<file path="config.mk">
export PLATFORM = sky130hd
export DESIGN_NAME = sprite_loader
export DESIGN_NICKNAME = d
export VERILOG_FILES = /design/src/rtl/sprite_pkg.sv /design/src/rtl/load_timeout.sv /design/src/rtl/sprite_loader.sv
export SDC_FILE = /design/constraint.sdc
export NUM_CORES = 1
export LEC_CHECK = 0
export BUFFER_PORTS_ARGS = -buffer_cell sky130_fd_sc_hd__buf_2
export CAP_MARGIN = 20
export CELL_PAD_IN_SITES_DETAIL_PLACEMENT = 1
export CELL_PAD_IN_SITES_GLOBAL_PLACEMENT = 1
export CORE_MARGIN = 2
export CORE_UTILIZATION = 37
export DETAILED_ROUTE_END_ITERATION = 16
export PLACE_DENSITY = 0.79
export SKIP_CTS_REPAIR_TIMING = 1
export SLEW_MARGIN = 20
export SYNTH_ARGS = -nofsm -noshare
export SYNTH_HDL_FRONTEND = slang
export SYNTH_SLANG_ARGS = --single-unit
</file>
<file path="constraint.sdc">
create_clock -name i_Clk -period 2.1 [get_ports i_Clk]
set_input_delay 0.525 -clock i_Clk [delete_from_list [all_inputs] [get_ports i_Clk]]
set_output_delay 0.525 -clock i_Clk [all_outputs]
set_load 0.01 [all_outputs]
</file>
<file path="src/rtl/sprite_pkg.sv">
// sprite_pkg: shared constants and types for the sprite RAM writer and the display path.
package sprite_pkg;

    localparam logic [7:0] SYNC_BYTE = 8'hA5;
    localparam logic [7:0] SEL_FROG  = 8'h00;
    localparam logic [7:0] SEL_CAR   = 8'h01;

    localparam int TILE_SIZE    = 32;
    localparam int SPRITE_DEPTH = TILE_SIZE * TILE_SIZE;
    localparam int PIX_W        = 9;

    // RRRGGGBBB slices, shared with the display path
    localparam int PIX_R_MSB = 8;
    localparam int PIX_R_LSB = 6;
    localparam int PIX_G_MSB = 5;
    localparam int PIX_G_LSB = 3;
    localparam int PIX_B_MSB = 2;
    localparam int PIX_B_LSB = 0;

    typedef enum logic [2:0] {
        ST_IDLE,
        ST_SELECT,
        ST_PIX_HI,
        ST_PIX_LO,
        ST_CHECK
    } state_e;

endpackage

</file>
<file path="src/rtl/load_timeout.sv">
// load_timeout: loadable down-counter; expires after TIMEOUT_CYCLES running cycles without a clear.
module load_timeout #(
    parameter int TIMEOUT_CYCLES = 2_500_000
) (
    input  logic i_Clk,
    input  logic i_Rst_L,
    input  logic i_Clr,
    input  logic i_Run,
    output logic o_Expire
);

    localparam int W = $clog2(TIMEOUT_CYCLES + 1);

    logic [W-1:0] cnt_q;

    always_ff @(posedge i_Clk) begin
        if (!i_Rst_L)
            cnt_q <= '0;
        else if (i_Clr)
            cnt_q <= W'(TIMEOUT_CYCLES - 1);
        else if (i_Run && cnt_q != '0)
            cnt_q <= cnt_q - 1'b1;
    end

    // a clear in the same cycle means a byte arrived, which beats the timeout
    assign o_Expire = i_Run && !i_Clr && cnt_q == '0;

endmodule

</file>
<file path="src/rtl/sprite_loader.sv">
// sprite_loader: parses UART sprite frames and writes 9-bit pixels into the frog or car sprite RAM.
module sprite_loader #(
    parameter int          TILE_SIZE      = sprite_pkg::TILE_SIZE,
    parameter logic [7:0]  SYNC_BYTE      = sprite_pkg::SYNC_BYTE,
    parameter int          TIMEOUT_CYCLES = 2_500_000
) (
    input  logic                                  i_Clk,
    input  logic                                  i_Rst_L,
    input  logic                                  i_Rx_DV,
    input  logic [7:0]                            i_Rx_Byte,
    output logic                                  o_Wr_En,
    output logic                                  o_Wr_Sel,
    output logic [$clog2(TILE_SIZE*TILE_SIZE)-1:0] o_Wr_Addr,
    output logic [8:0]                            o_Wr_Data,
    output logic                                  o_Busy,
    output logic                                  o_Done,
    output logic                                  o_Error
);

    import sprite_pkg::*;

    localparam int            AW   = $clog2(TILE_SIZE * TILE_SIZE);
    localparam logic [AW-1:0] LAST = AW'(TILE_SIZE * TILE_SIZE - 1);

    state_e     state_q;
    logic       hi_q;
    logic [7:0] csum_q;
    logic       expire;

    load_timeout #(.TIMEOUT_CYCLES(TIMEOUT_CYCLES)) u_timeout (
        .i_Clk    (i_Clk),
        .i_Rst_L  (i_Rst_L),
        .i_Clr    (i_Rx_DV),
        .i_Run    (state_q != ST_IDLE),
        .o_Expire (expire)
    );

    always_ff @(posedge i_Clk) begin
        if (!i_Rst_L) begin
            state_q   <= ST_IDLE;
            hi_q      <= 1'b0;
            csum_q    <= '0;
            o_Wr_En   <= 1'b0;
            o_Wr_Sel  <= 1'b0;
            o_Wr_Addr <= '0;
            o_Wr_Data <= '0;
            o_Busy    <= 1'b0;
            o_Done    <= 1'b0;
            o_Error   <= 1'b0;
        end else begin
            o_Wr_En <= 1'b0;
            o_Done  <= 1'b0;
            o_Error <= 1'b0;
            // address advances the cycle after a write so it is stable during the strobe
            if (o_Wr_En && o_Wr_Addr != LAST)
                o_Wr_Addr <= o_Wr_Addr + 1'b1;
            if (expire) begin
                state_q <= ST_IDLE;
                o_Busy  <= 1'b0;
                o_Error <= 1'b1;
            end else if (i_Rx_DV) begin
                case (state_q)
                    ST_IDLE: begin
                        if (i_Rx_Byte == SYNC_BYTE)
                            state_q <= ST_SELECT;
                    end
                    ST_SELECT: begin
                        if (i_Rx_Byte == SEL_FROG || i_Rx_Byte == SEL_CAR) begin
                            o_Wr_Sel  <= i_Rx_Byte[0];
                            o_Wr_Addr <= '0;
                            csum_q    <= '0;
                            o_Busy    <= 1'b1;
                            state_q   <= ST_PIX_HI;
                        end else begin
                            o_Error <= 1'b1;
                            state_q <= ST_IDLE;
                        end
                    end
                    ST_PIX_HI: begin
                        hi_q    <= i_Rx_Byte[0];
                        csum_q  <= csum_q ^ i_Rx_Byte;
                        state_q <= ST_PIX_LO;
                    end
                    ST_PIX_LO: begin
                        o_Wr_En   <= 1'b1;
                        o_Wr_Data <= {hi_q, i_Rx_Byte};
                        csum_q    <= csum_q ^ i_Rx_Byte;
                        state_q   <= (o_Wr_Addr == LAST) ? ST_CHECK : ST_PIX_HI;
                    end
                    ST_CHECK: begin
                        o_Done  <= (i_Rx_Byte == csum_q);
                        o_Error <= (i_Rx_Byte != csum_q);
                        o_Busy  <= 1'b0;
                        state_q <= ST_IDLE;
                    end
                    default: state_q <= ST_IDLE;
                endcase
            end
        end
    end

endmodule

</file>
==> results of run 1 <==
==> area by class of cell <==
type,count,area share (%)
clock buffer,9,3.43
clock inverter,6,0.969
inverter,6,0.623
multi-input combinational,261,47.4
sequential,58,32.1
tap,102,3.53
timing repair buffer,68,11.9
==> how the worst min path moves through the flow <==
stage / slack, ps / to
floorplan: 440 / o_Wr_Data[8]
global placement: 450 / o_Wr_Data[5]
detailed placement: 460 / o_Wr_Data[4]
CTS: 470 / o_Wr_Data[0]
global route: 490 / o_Wr_Data[8]
finish: 470 / o_Wr_Data[0]
==> critical path, delay by kind of cell, from the launching register on <==
kind | cells | cell delay, ps
buf+inv | 1 | 150
simple gates | 2 | 1000
compound gates | 2 | 490
flops | 1 | 310
==> routing by layer <==
| layer | track usage [%] | share of wire [%] |
|---|---|---|
| met1 | 23.4 | 43 |
| met2 | 35.0 | 52 |
| met5 | 0 | 0 |
| met3 | 4.80 | 2.9 |
| met4 | 6.62 | 1.9 |
==> cell usage in the layout, fill, tap and decap left out, types with 2 or more instances in the layout <==
cell type	instances
dfxtp_1	57
nor2_1	44
buf_2	34
buf_4	33
nand2_1	31
xnor2_1	19
o21ai_0	12
a21boi_0	12
nand4_1	11
xor2_1	10
nor4_1	9
nand3b_1	9
o211ai_1	9
clkbuf_8	9
a21oi_1	8
o21a_1	8
and3_1	7
o31a_1	7
inv_1	6
nor3_1	6
nand2b_1	5
nor4_2	4
nand3_1	4
clkinv_2	4
nor2b_1	3
or4_1	3
or3_2	3
mux2i_1	3
ha_1	3
or4_4	2
nor3_2	2
and2_1	2
clkinvlp_4	2
==> through the flow <==
stage / instance area (um2) / power [mW]
5_1_grt: 3620 / 2.34
6_report: 3620 / 2.24
3_5_place_dp: 3390 / 1.38
3_3_place_gp: 3390 / 1.37
2_1_floorplan: 2930 / 1.29
4_1_cts: 3550 / 2.25
==> logic make-up after synthesis <==
kind of cell,share of synthesized area (%)
buffers and inverters,3.98
and+or+nand+nor,29.0
muxes,1.41
DFF,39.7
adders and majority gates,1.28
xor gates and xnor gates,8.68
AOI/OAI and AO/OA,16.0
==> registers in the layout (all words and copies together) (netlist names) <==
register and cells:
csum_q 8, hi_q 1, o_Busy 1, o_Done 1, o_Error 1, o_Wr_Addr 10, o_Wr_Data 9, o_Wr_En 1
o_Wr_Sel 1, state_q 3, u_timeout.cnt_q 22
==> where the power goes <==
group	internal (mW)	leakage (nW)	switching [mW]
clock network	0.412	0.0806	0.461
registers	1.12	0.471	0.0182
logic	0.104	0.841	0.131
==> metrics.md, run 1 <==
| Metric | Value |
|---|---|
| Commonest cells in the netlist | dfxtp_1 (58), nor2_1 (44), nand2_1 (32) |
| #FFs+latches synth | 58 |
| Post-Route Utilization | 47.0% |
| RSZ-0062 raised after global routing | true |
| Critical Path End Type | register |
| DR vias | 2,742 |
| Pin count of the biggest net entering global routing | 28 |
| Yosys top cell by area | dfxtp_1 |
| Final worst slack | 44.2 ps |
| Die X | 92.9 um |
| Status | finished clean |
| Placer Congestion | 0.773 |
| Worst-Skew Late Latency | 340 ps |
| Initial antenna violation count | 0 |
| WP data required | 2330 ps |
| CP Cell Sequence | or4_4 > buf_6 > or3_2 > o31a_1 > o31a_1 |
| HP Class | register to register |
| Syn Inst Count | 345 |
| RR Endpoint | u_timeout.cnt_q[17] |
| CTS clk-pin slew, worst paths | 70 ps |
| Clock Skew | 13.1 ps |
| Crit Path Max Fanout | 4 |
| I/O pins | 35 |
| Setup CP Type | register to register |
| Synth unique cells | 54 |
| Worst Setup Start Kind | register |
| Worst-Margin Slew | 638 ps |
| Power Dens Cells | 621 nW/um2 |
| Synthesized Nets | 359 |
| Register area share after synthesis | 39.7% |
| Wire per inst | 15.9 um |
| Primary FF master, synth | dfxtp_1 |
| Hold path start | o_Wr_Data[0] |
| WHS Path Cells | 2 |
| Syn Area/Cell | 8.48 um2 |
| Core ar. | 7690 um2 |
| Final Setup Violations | 0 |
| Crit. Startpoint | u_timeout.cnt_q[13] |
| Relative slew margins | 57.2% |
| Final wirelength | 8.11 mm |
| Peak VDD IR | 0.427 mV |
| Share of layout cells above drive strength 1 | 26.0% |
| Total congestion overflow | 0 |
| Cell with the largest stage delay on the worst path | or4_4 |
| Warnings from Yosys | 0 |
| DRT Pass-1 Iters | 4 |
| Placed cell count | 495 |
| TritonCTS Buffers | 9 |
| Diode count | 0 |
| Filler cells | 949 |
| Share of the synthesized area in the top cell type | 39.7% |
| Async SR Flop Fraction | 0% |
| Max Buffers Root-to-Sink | 2 |
| WP data arrival | 2290 ps |
| Via density | 5.38 |
| Most common cell in the synthesized netlist | dfxtp_1 |
| Minimum clock period | 2060 ps |
| Mapped cell area | 2930 um2 |
| WHS | 466 ps |
| Post-DP HPWL | 5.89 mm |
| Top cell by count, worst path | o31a_1 |
| Fin crit share | 97.9% |
| Initial Util | 38.1% |
| Register area | 1160 um2 |
| Area growth from synthesis to layout | 23.6% |
| Setup crit end | u_timeout.cnt_q[17] |
| Finished Layout Cells | 510 |
| Pre-CTS WS | -254 ps |
| Final Hold Fails | 0 |
| DRT antenna net count | 0 |
| Chip Height | 92.9 um |
| Global-route wire length before repair | 13.5 mm |
| CTS tree | done |
| Reg2reg setup slack | 40 ps |
| Initial drt markers | 109 |
| Worst reg-to-reg path cell count | 5 |
| Delay of the slowest critical-path stage | 570 ps |
| Max Fclk | 486 MHz |
| FP Rows | 32 |
| Nets | 418 |
| TNS Setup | 0 ps |
| P_leak | 1.39 nW |
| I/O Buffers | 34 |
| Number of flops mapped to enable cells by yosys | 0 |
| DR DRC count | 0 |
| Max Transition Viols Final | 0 |
| Die area | 8630 um2 |
| Number of global-route vias before repair | 2,817 |
| Max-Cap Viols | 0 |
| CTS Root Cell | clkbuf_8 |
| GRT Util Overall | 19.8% |
| CTS sink count | 58 |
| Top area cells in the synthesized netlist | dfxtp_1 (40%), xnor2_1 (5.7%), nor2_1 (5.6%), nand2_1 (4.1%), a21boi_0 (3.3%) |
| RR Startpoint | u_timeout.cnt_q[13] |
| Multi-input logic area | 1720 um2 |
| # H-tree levels | 3 |
No activity file was read; power rests on OpenSTA's default activity.
==> inputs of run 2 (changes only) <==
--- a/config.mk
+++ b/config.mk
@@ -12,9 +12,10 @@
 export CORE_MARGIN = 2
 export CORE_UTILIZATION = 37
 export DETAILED_ROUTE_END_ITERATION = 16
-export PLACE_DENSITY = 0.79
+export PLACE_DENSITY = 0.77
 export SKIP_CTS_REPAIR_TIMING = 1
 export SLEW_MARGIN = 20
 export SYNTH_ARGS = -nofsm -noshare
 export SYNTH_HDL_FRONTEND = slang
+export SYNTH_HIERARCHICAL = 1
 export SYNTH_SLANG_ARGS = --single-unit
==> metrics.md, run 2 <==
| Metric | Value |
|---|---|
| Warnings from Yosys | 6 |
| Final Hold Fails | 0 |
| Biggest regs | u_timeout/cnt_q (22), o_Wr_Addr (10), o_Wr_Data (9) |
| Initial drt markers | 117 |
| Number of flops mapped to enable cells by yosys | 0 |
| Critical Path End Type | register |
| Pin count of the biggest net entering global routing | 21 |
| DR vias | 2,772 |
| Async SR Flop Fraction | 0% |
| Placement-stage cell area | 3490 um2 |
| Max Buffers Root-to-Sink | 2 |
| Synth Area in XOR/XNOR | 6.40% |
| Wire per inst | 17.3 um |
| TNS Setup | -97.2 ps |
| Power Dens Cells | 644 nW/um2 |
| FP Rows | 32 |
| P_leak | 1.40 nW |
| Diode count | 0 |
| Syn Area/Cell | 9.24 um2 |
| Die area | 8880 um2 |
| Post-Synth Simple-Gate Area | 28.5% |
| Top area cells in the synthesized netlist | dfxtp_1 (39%), nor2b_1 (6.0%), xnor2_1 (5.5%), mux2i_1 (4.3%), a21oi_1 (4.2%) |
| Max Fclk | 465 MHz |
| Initial Util | 38.6% |
| CTS tree | done |
| WP data required | 2350 ps |
| Commonest non-fill, non-tap cell in the layout | dfxtp_1 |
| Clock Skew | 10.8 ps |
| Worst-Margin Slew | 506 ps |
| Total congestion overflow | 0 |
| DR DRC count | 0 |
| Post-Synth Adder-Cell Area | 1.25% |
| WP data arrival | 2400 ps |
| # H-tree levels | 3 |
| Crit Path Max Fanout | 6 |
| I/O pins | 35 |
| DRT Pass-1 Iters | 4 |
| Commonest cells in the netlist | dfxtp_1 (58), nor2b_1 (29), a21oi_1 (25), nor2_1 (25), xnor2_1 (19) |
| Tot Pwr | 2.47 mW |
| Max-Cap Viols | 0 |
| Yosys top cell by area | dfxtp_1 |
| Via density | 5.58 |
| CP Cell Sequence | or4_4 > nor3_4 > and4_4 > nor3b_4 > buf_12 > a21oi_2 > o22ai_1 > a31o_1 |
| Primary FF master, synth | dfxtp_1 |
| Cell family with most CP delay | simple AND/OR/NAND/NOR gates |
| Initial antenna violation count | 0 |
| Mapped cell area | 3010 um2 |
| Failing checks | setup timing |
| Worst Setup Start Kind | register |
| Synth unique cells | 58 |
| Max Transition Viols Final | 0 |
| Fin crit share | 102% |
| Core ar. | 7810 um2 |
| Highest-count cells in the layout ignoring fill and taps | dfxtp_1 (55), buf_2 (34), nor2b_1 (29), buf_4 (29), nor2_1 (25) |
| RSZ-0062 raised after global routing | true |
| I/O Buffers | 34 |
| Register area share after synthesis | 38.6% |
| CTS clk-pin slew, worst paths | 70 ps |
| Mux cell area share after synthesis | 4.32% |
| Peak VDD IR | 0.340 mV |
| Status | finished, violations left |
| WP buf/inv | 1 |
| Delay of the slowest critical-path stage | 550 ps |
| WHS | 503 ps |
| Post-DP HPWL | 5.75 mm |
| Pre-CTS WS | -41.0 ps |
| Number of global-route vias before repair | 2,857 |
| Reg with most FFs | u_timeout/cnt_q |
| Placer Congestion | 0.807 |
| CTS sink count | 58 |
| Synthesized Nets | 340 |
| Final Setup Violations | 3 |
| Most common cell in the synthesized netlist | dfxtp_1 |
| Global-route wire length before repair | 13.7 mm |
| HP Class | input pin to register |
| Area growth from synthesis to layout | 27.2% |
| Largest family of logic cells by synthesized area | simple AND/OR/NAND/NOR gates |
| #FFs+latches synth | 58 |
| GRT Util Overall | 19.7% |
| Die X | 94.2 um |
| TritonCTS Buffers | 9 |
| Final non-filler cell area | 3830 um2 |
| Worst-Skew Late Latency | 350 ps |
| Share of the synthesized area in the top cell type | 38.6% |
| Share of layout cells above drive strength 1 | 29.6% |
| Cell with the largest stage delay on the worst path | or4_4 |
| Syn Inst Count | 326 |
| CTS Root Cell | clkbuf_8 |
| Setup CP Type | register to register |
| Chip Height | 94.2 um |
| Compound-Gate Fraction of Synth Area | 17.5% |
| DRT antenna net count | 0 |
| Minimum clock period | 2150 ps |
| Nets | 405 |
| Largest register FFs | 22 |
| Relative slew margins | 65.8% |
| Final worst slack | -52.3 ps |
| Final wirelength | 8.60 mm |
==> run 2: changes by cell type after synthesis, sizes merged, moves of 8 or more <==
cell    delta
nor2b     +26
nand2     -22
nor2      -19
a21oi     +17
o21ai     -13
mux2i     +10
o211ai     -9
a31o       +8
clkbuf     -8
o22ai      +8
==> run 2: path summary, 6_finish.rpt <==
check	from	endpoint	slack, ps	cells past startpoint
setup / recovery	u_timeout/cnt_q[14]	csum_q[7]	-50	8
hold / removal	i_Rx_Byte[2]	o_Wr_Data[2]	500	3
setup reg to reg	u_timeout/cnt_q[14]	csum_q[7]	-50	8
hold reg to reg	o_Wr_Data[4]	o_Wr_Data[4]	510	2
==> run 2: cell families after synthesis <==
kind of cell / Yosys count
buf+inv: 19
xor+xnor: 22
simple gates: 139
mux: 13
flops: 58
fa+ha+maj: 3
compound gates: 72
==> run 2: layer usage <==
layer / part of all wire [%] / global-route usage (%) / vias up
met1: 43 / 23.8 / 1347
li1: - / - / 1348
met3: 3.5 / 3.61 / 18
met5: 0 / 0 / -
met2: 50 / 33.1 / 59
met4: 3.1 / 10.0 / 0
==> run 2: area by class of cell <==
type | instances | area (um2)
Fill cell | 926 | 3980
Multi-Input combinational cell | 250 | 1870
Sequential cell | 58 | 1160
Timing Repair Buffer | 66 | 439
Clock buffer | 13 | 169
Tap cell | 102 | 128
Clock inverter | 2 | 35.0
Inverter | 6 | 22.5
==> run 2: power breakdown <==
part | internal (mW) | switching [mW]
Combinational | 0.105 | 0.131
Sequential | 1.12 | 0.0173
Clock | 0.638 | 0.461
Total | 1.86 | 0.609
==> run 2: metrics by stage <==
step | util [%] | instances
after global routing | 49.1 | 497
final | 49.1 | 497
after CTS | 47.3 | 494
after floorplan | - | 326
after detailed placement | 44.6 | 479
after global placement | 44.6 | 479
==> run 2: worst register-to-register path: cells and delay by family (launching register included) <==
| kind | cells | cell delay, ps |
|---|---|---|
| flops | 1 | 320 |
| compound gates | 3 | 460 |
| buf+inv | 1 | 150 |
| simple gates | 4 | 1120 |
==> inputs of run 3 (changes only) <==
--- a/config.mk
+++ b/config.mk
@@ -5,14 +5,14 @@
 export SDC_FILE = /design/constraint.sdc
 export NUM_CORES = 1
 export LEC_CHECK = 0
-export BUFFER_PORTS_ARGS = -buffer_cell sky130_fd_sc_hd__buf_2
 export CAP_MARGIN = 20
 export CELL_PAD_IN_SITES_DETAIL_PLACEMENT = 1
 export CELL_PAD_IN_SITES_GLOBAL_PLACEMENT = 1
 export CORE_MARGIN = 2
 export CORE_UTILIZATION = 37
 export DETAILED_ROUTE_END_ITERATION = 16
-export PLACE_DENSITY = 0.77
+export DONT_BUFFER_PORTS = 1
+export PLACE_DENSITY = 0.72
 export SKIP_CTS_REPAIR_TIMING = 1
 export SLEW_MARGIN = 20
 export SYNTH_ARGS = -nofsm -noshare
==> metrics.md, run 3 (same netlist as run 2, synthesis figures left out) <==
| Metric | Value |
|---|---|
| Biggest regs | u_timeout/cnt_q (22), o_Wr_Addr (10), o_Wr_Data (9) |
| Final Hold Fails | 0 |
| Placer Congestion | 0.746 |
| CTS clk-pin slew, worst paths | 60 ps |
| Crit Path Max Fanout | 5 |
| Relative slew margins | 65.8% |
| DR DRC count | 0 |
| I/O Buffers | 0 |
| P_leak | 1.21 nW |
| DR vias | 2,626 |
| Clock Skew | 4.55 ps |
| HP Class | input pin to register |
| Wire per inst | 17.6 um |
| Minimum clock period | 2070 ps |
| Cell with the largest stage delay on the worst path | or4_4 |
| Delay of the slowest critical-path stage | 550 ps |
| Final wirelength | 8.21 mm |
| Clock share of power | 40.1% |
| Final non-filler cell area | 3580 um2 |
| Initial antenna violation count | 0 |
| CTS sink count | 58 |
| Share of layout cells above drive strength 1 | 22.9% |
| Final worst slack | 26.2 ps |
| Area growth from synthesis to layout | 19.0% |
| Total congestion overflow | 0 |
| Sw Ratio | 24.0% |
| Via density | 5.65 |
| Tot Pwr | 2.22 mW |
| Worst-Margin Slew | 500 ps |
| RR Startpoint | u_timeout/cnt_q[12] |
| RSZ-0062 raised after global routing | true |
| Peak VDD IR | 0.297 mV |
| Chip Height | 94.2 um |
| CP Cell Sequence | or4_4 > nor3_4 > and4_4 > nor3b_4 > buf_6 > a21oi_2 > o22ai_1 > a31o_1 |
| Pin count of the biggest net entering global routing | 40 |
| Nets | 375 |
| Highest-count cells in the layout ignoring fill and taps | dfxtp_1 (54), buf_4 (33), nor2b_1 (29), nor2_1 (24), xnor2_1 (19) |
| I/O pins | 35 |
| # H-tree levels | 3 |
| Fin crit share | 98.8% |
| DRT antenna net count | 0 |
| Commonest non-fill, non-tap cell in the layout | dfxtp_1 |
| Worst Setup Start Kind | register |
| CTS tree | done |
| TNS Setup | 0 ps |
| GRT Util Overall | 19.7% |
| Sequential share of power | 51.1% |
| Die area | 8880 um2 |
| Global-route wire length before repair | 13.6 mm |
| Power Dens Cells | 619 nW/um2 |
| Filler cells | 926 |
| Switching power | 532 uW |
| Number of global-route vias before repair | 2,779 |
| Post-route met1 wirelength | 3.49 mm |
| Diode count | 0 |
| Critical Path End Type | register |
| Final Setup Violations | 0 |
| DRT Pass-1 Iters | 4 |
| CTS Root Cell | clkbuf_8 |
| Setup CP Type | register to register |
| Register area | 1170 um2 |
| FP Rows | 32 |
| Core ar. | 7810 um2 |
| WP data required | 2330 ps |
| Met3 wire length | 392 um |
| Post-DP HPWL | 5.77 mm |
| Max Buffers Root-to-Sink | 2 |
| Met2 WL | 4.13 mm |
| Hold path start | i_Rst_L |
| Status | finished clean |
| Max Fclk | 482 MHz |
| Worst-Skew Late Latency | 330 ps |
| Crit. Startpoint | u_timeout/cnt_q[12] |
| Initial Util | 38.6% |
| Comb pwr share | 8.8% |
| Max Transition Viols Final | 0 |
| Max-Cap Viols | 0 |
| Pre-CTS WS | -32.8 ps |
| Multi-input logic area | 1820 um2 |
| Placement-stage cell area | 3330 um2 |
| WP data arrival | 2300 ps |
| TritonCTS Buffers | 9 |
| Largest register FFs | 22 |
| P_int | 1.69 mW |
| Top layer in use | met4 |
| Die X | 94.2 um |
| Initial drt markers | 60 |
| Reg with most FFs | u_timeout/cnt_q |
==> run 3: power by group through the flow <==
stage	Combinational (mW)	Clock (mW)	Sequential [mW]
floorplan	0.121	0	1.16
global placement	0.174	0	1.16
detailed placement	0.179	0	1.16
CTS	0.182	0.919	1.13
global route	0.215	0.963	1.13
finish	0.195	0.889	1.13
==> run 3: layout make-up <==
type	instances	area share (%)
timing repair buffer	36	8.10
inverter	6	0.628
sequential	58	32.5
multi-input combinational	250	50.8
tap	102	3.56
clock buffer	13	4.43
==> run 3: path summary, 6_finish.rpt <==
path,cells after the start,slack [ps],endpoint
hold / removal,1,320,u_timeout/cnt_q[1]
setup reg to reg,8,30,csum_q[4]
setup / recovery,8,30,csum_q[4]
hold reg to reg,2,520,u_timeout/cnt_q[8]
==> run 3: per-stage QoR <==
stage          utilization [%]  hold WS [ps]  cells
6_report                  45.9           316    465
5_1_grt                   45.9           305    465
4_1_cts                   44.7           297    462
3_5_place_dp              42.7           507    449
3_3_place_gp              42.7           495    449
2_1_floorplan                -           471    326
==> run 3: layer usage <==
metal | vias to the layer above | GRT usage (%)
li1 | 1284 | -
met1 | 1286 | 23.2
met2 | 42 | 32.6
met3 | 14 | 5.94
met4 | 0 | 9.30
met5 | - | 0
==> run 3: critical path, delay by kind of cell, from the launching register on <==
family	cells	cell delay, ps
AOI/OAI and AO/OA	3	410
buffers and inverters	1	140
DFF	1	320
and+or+nand+nor	4	1090
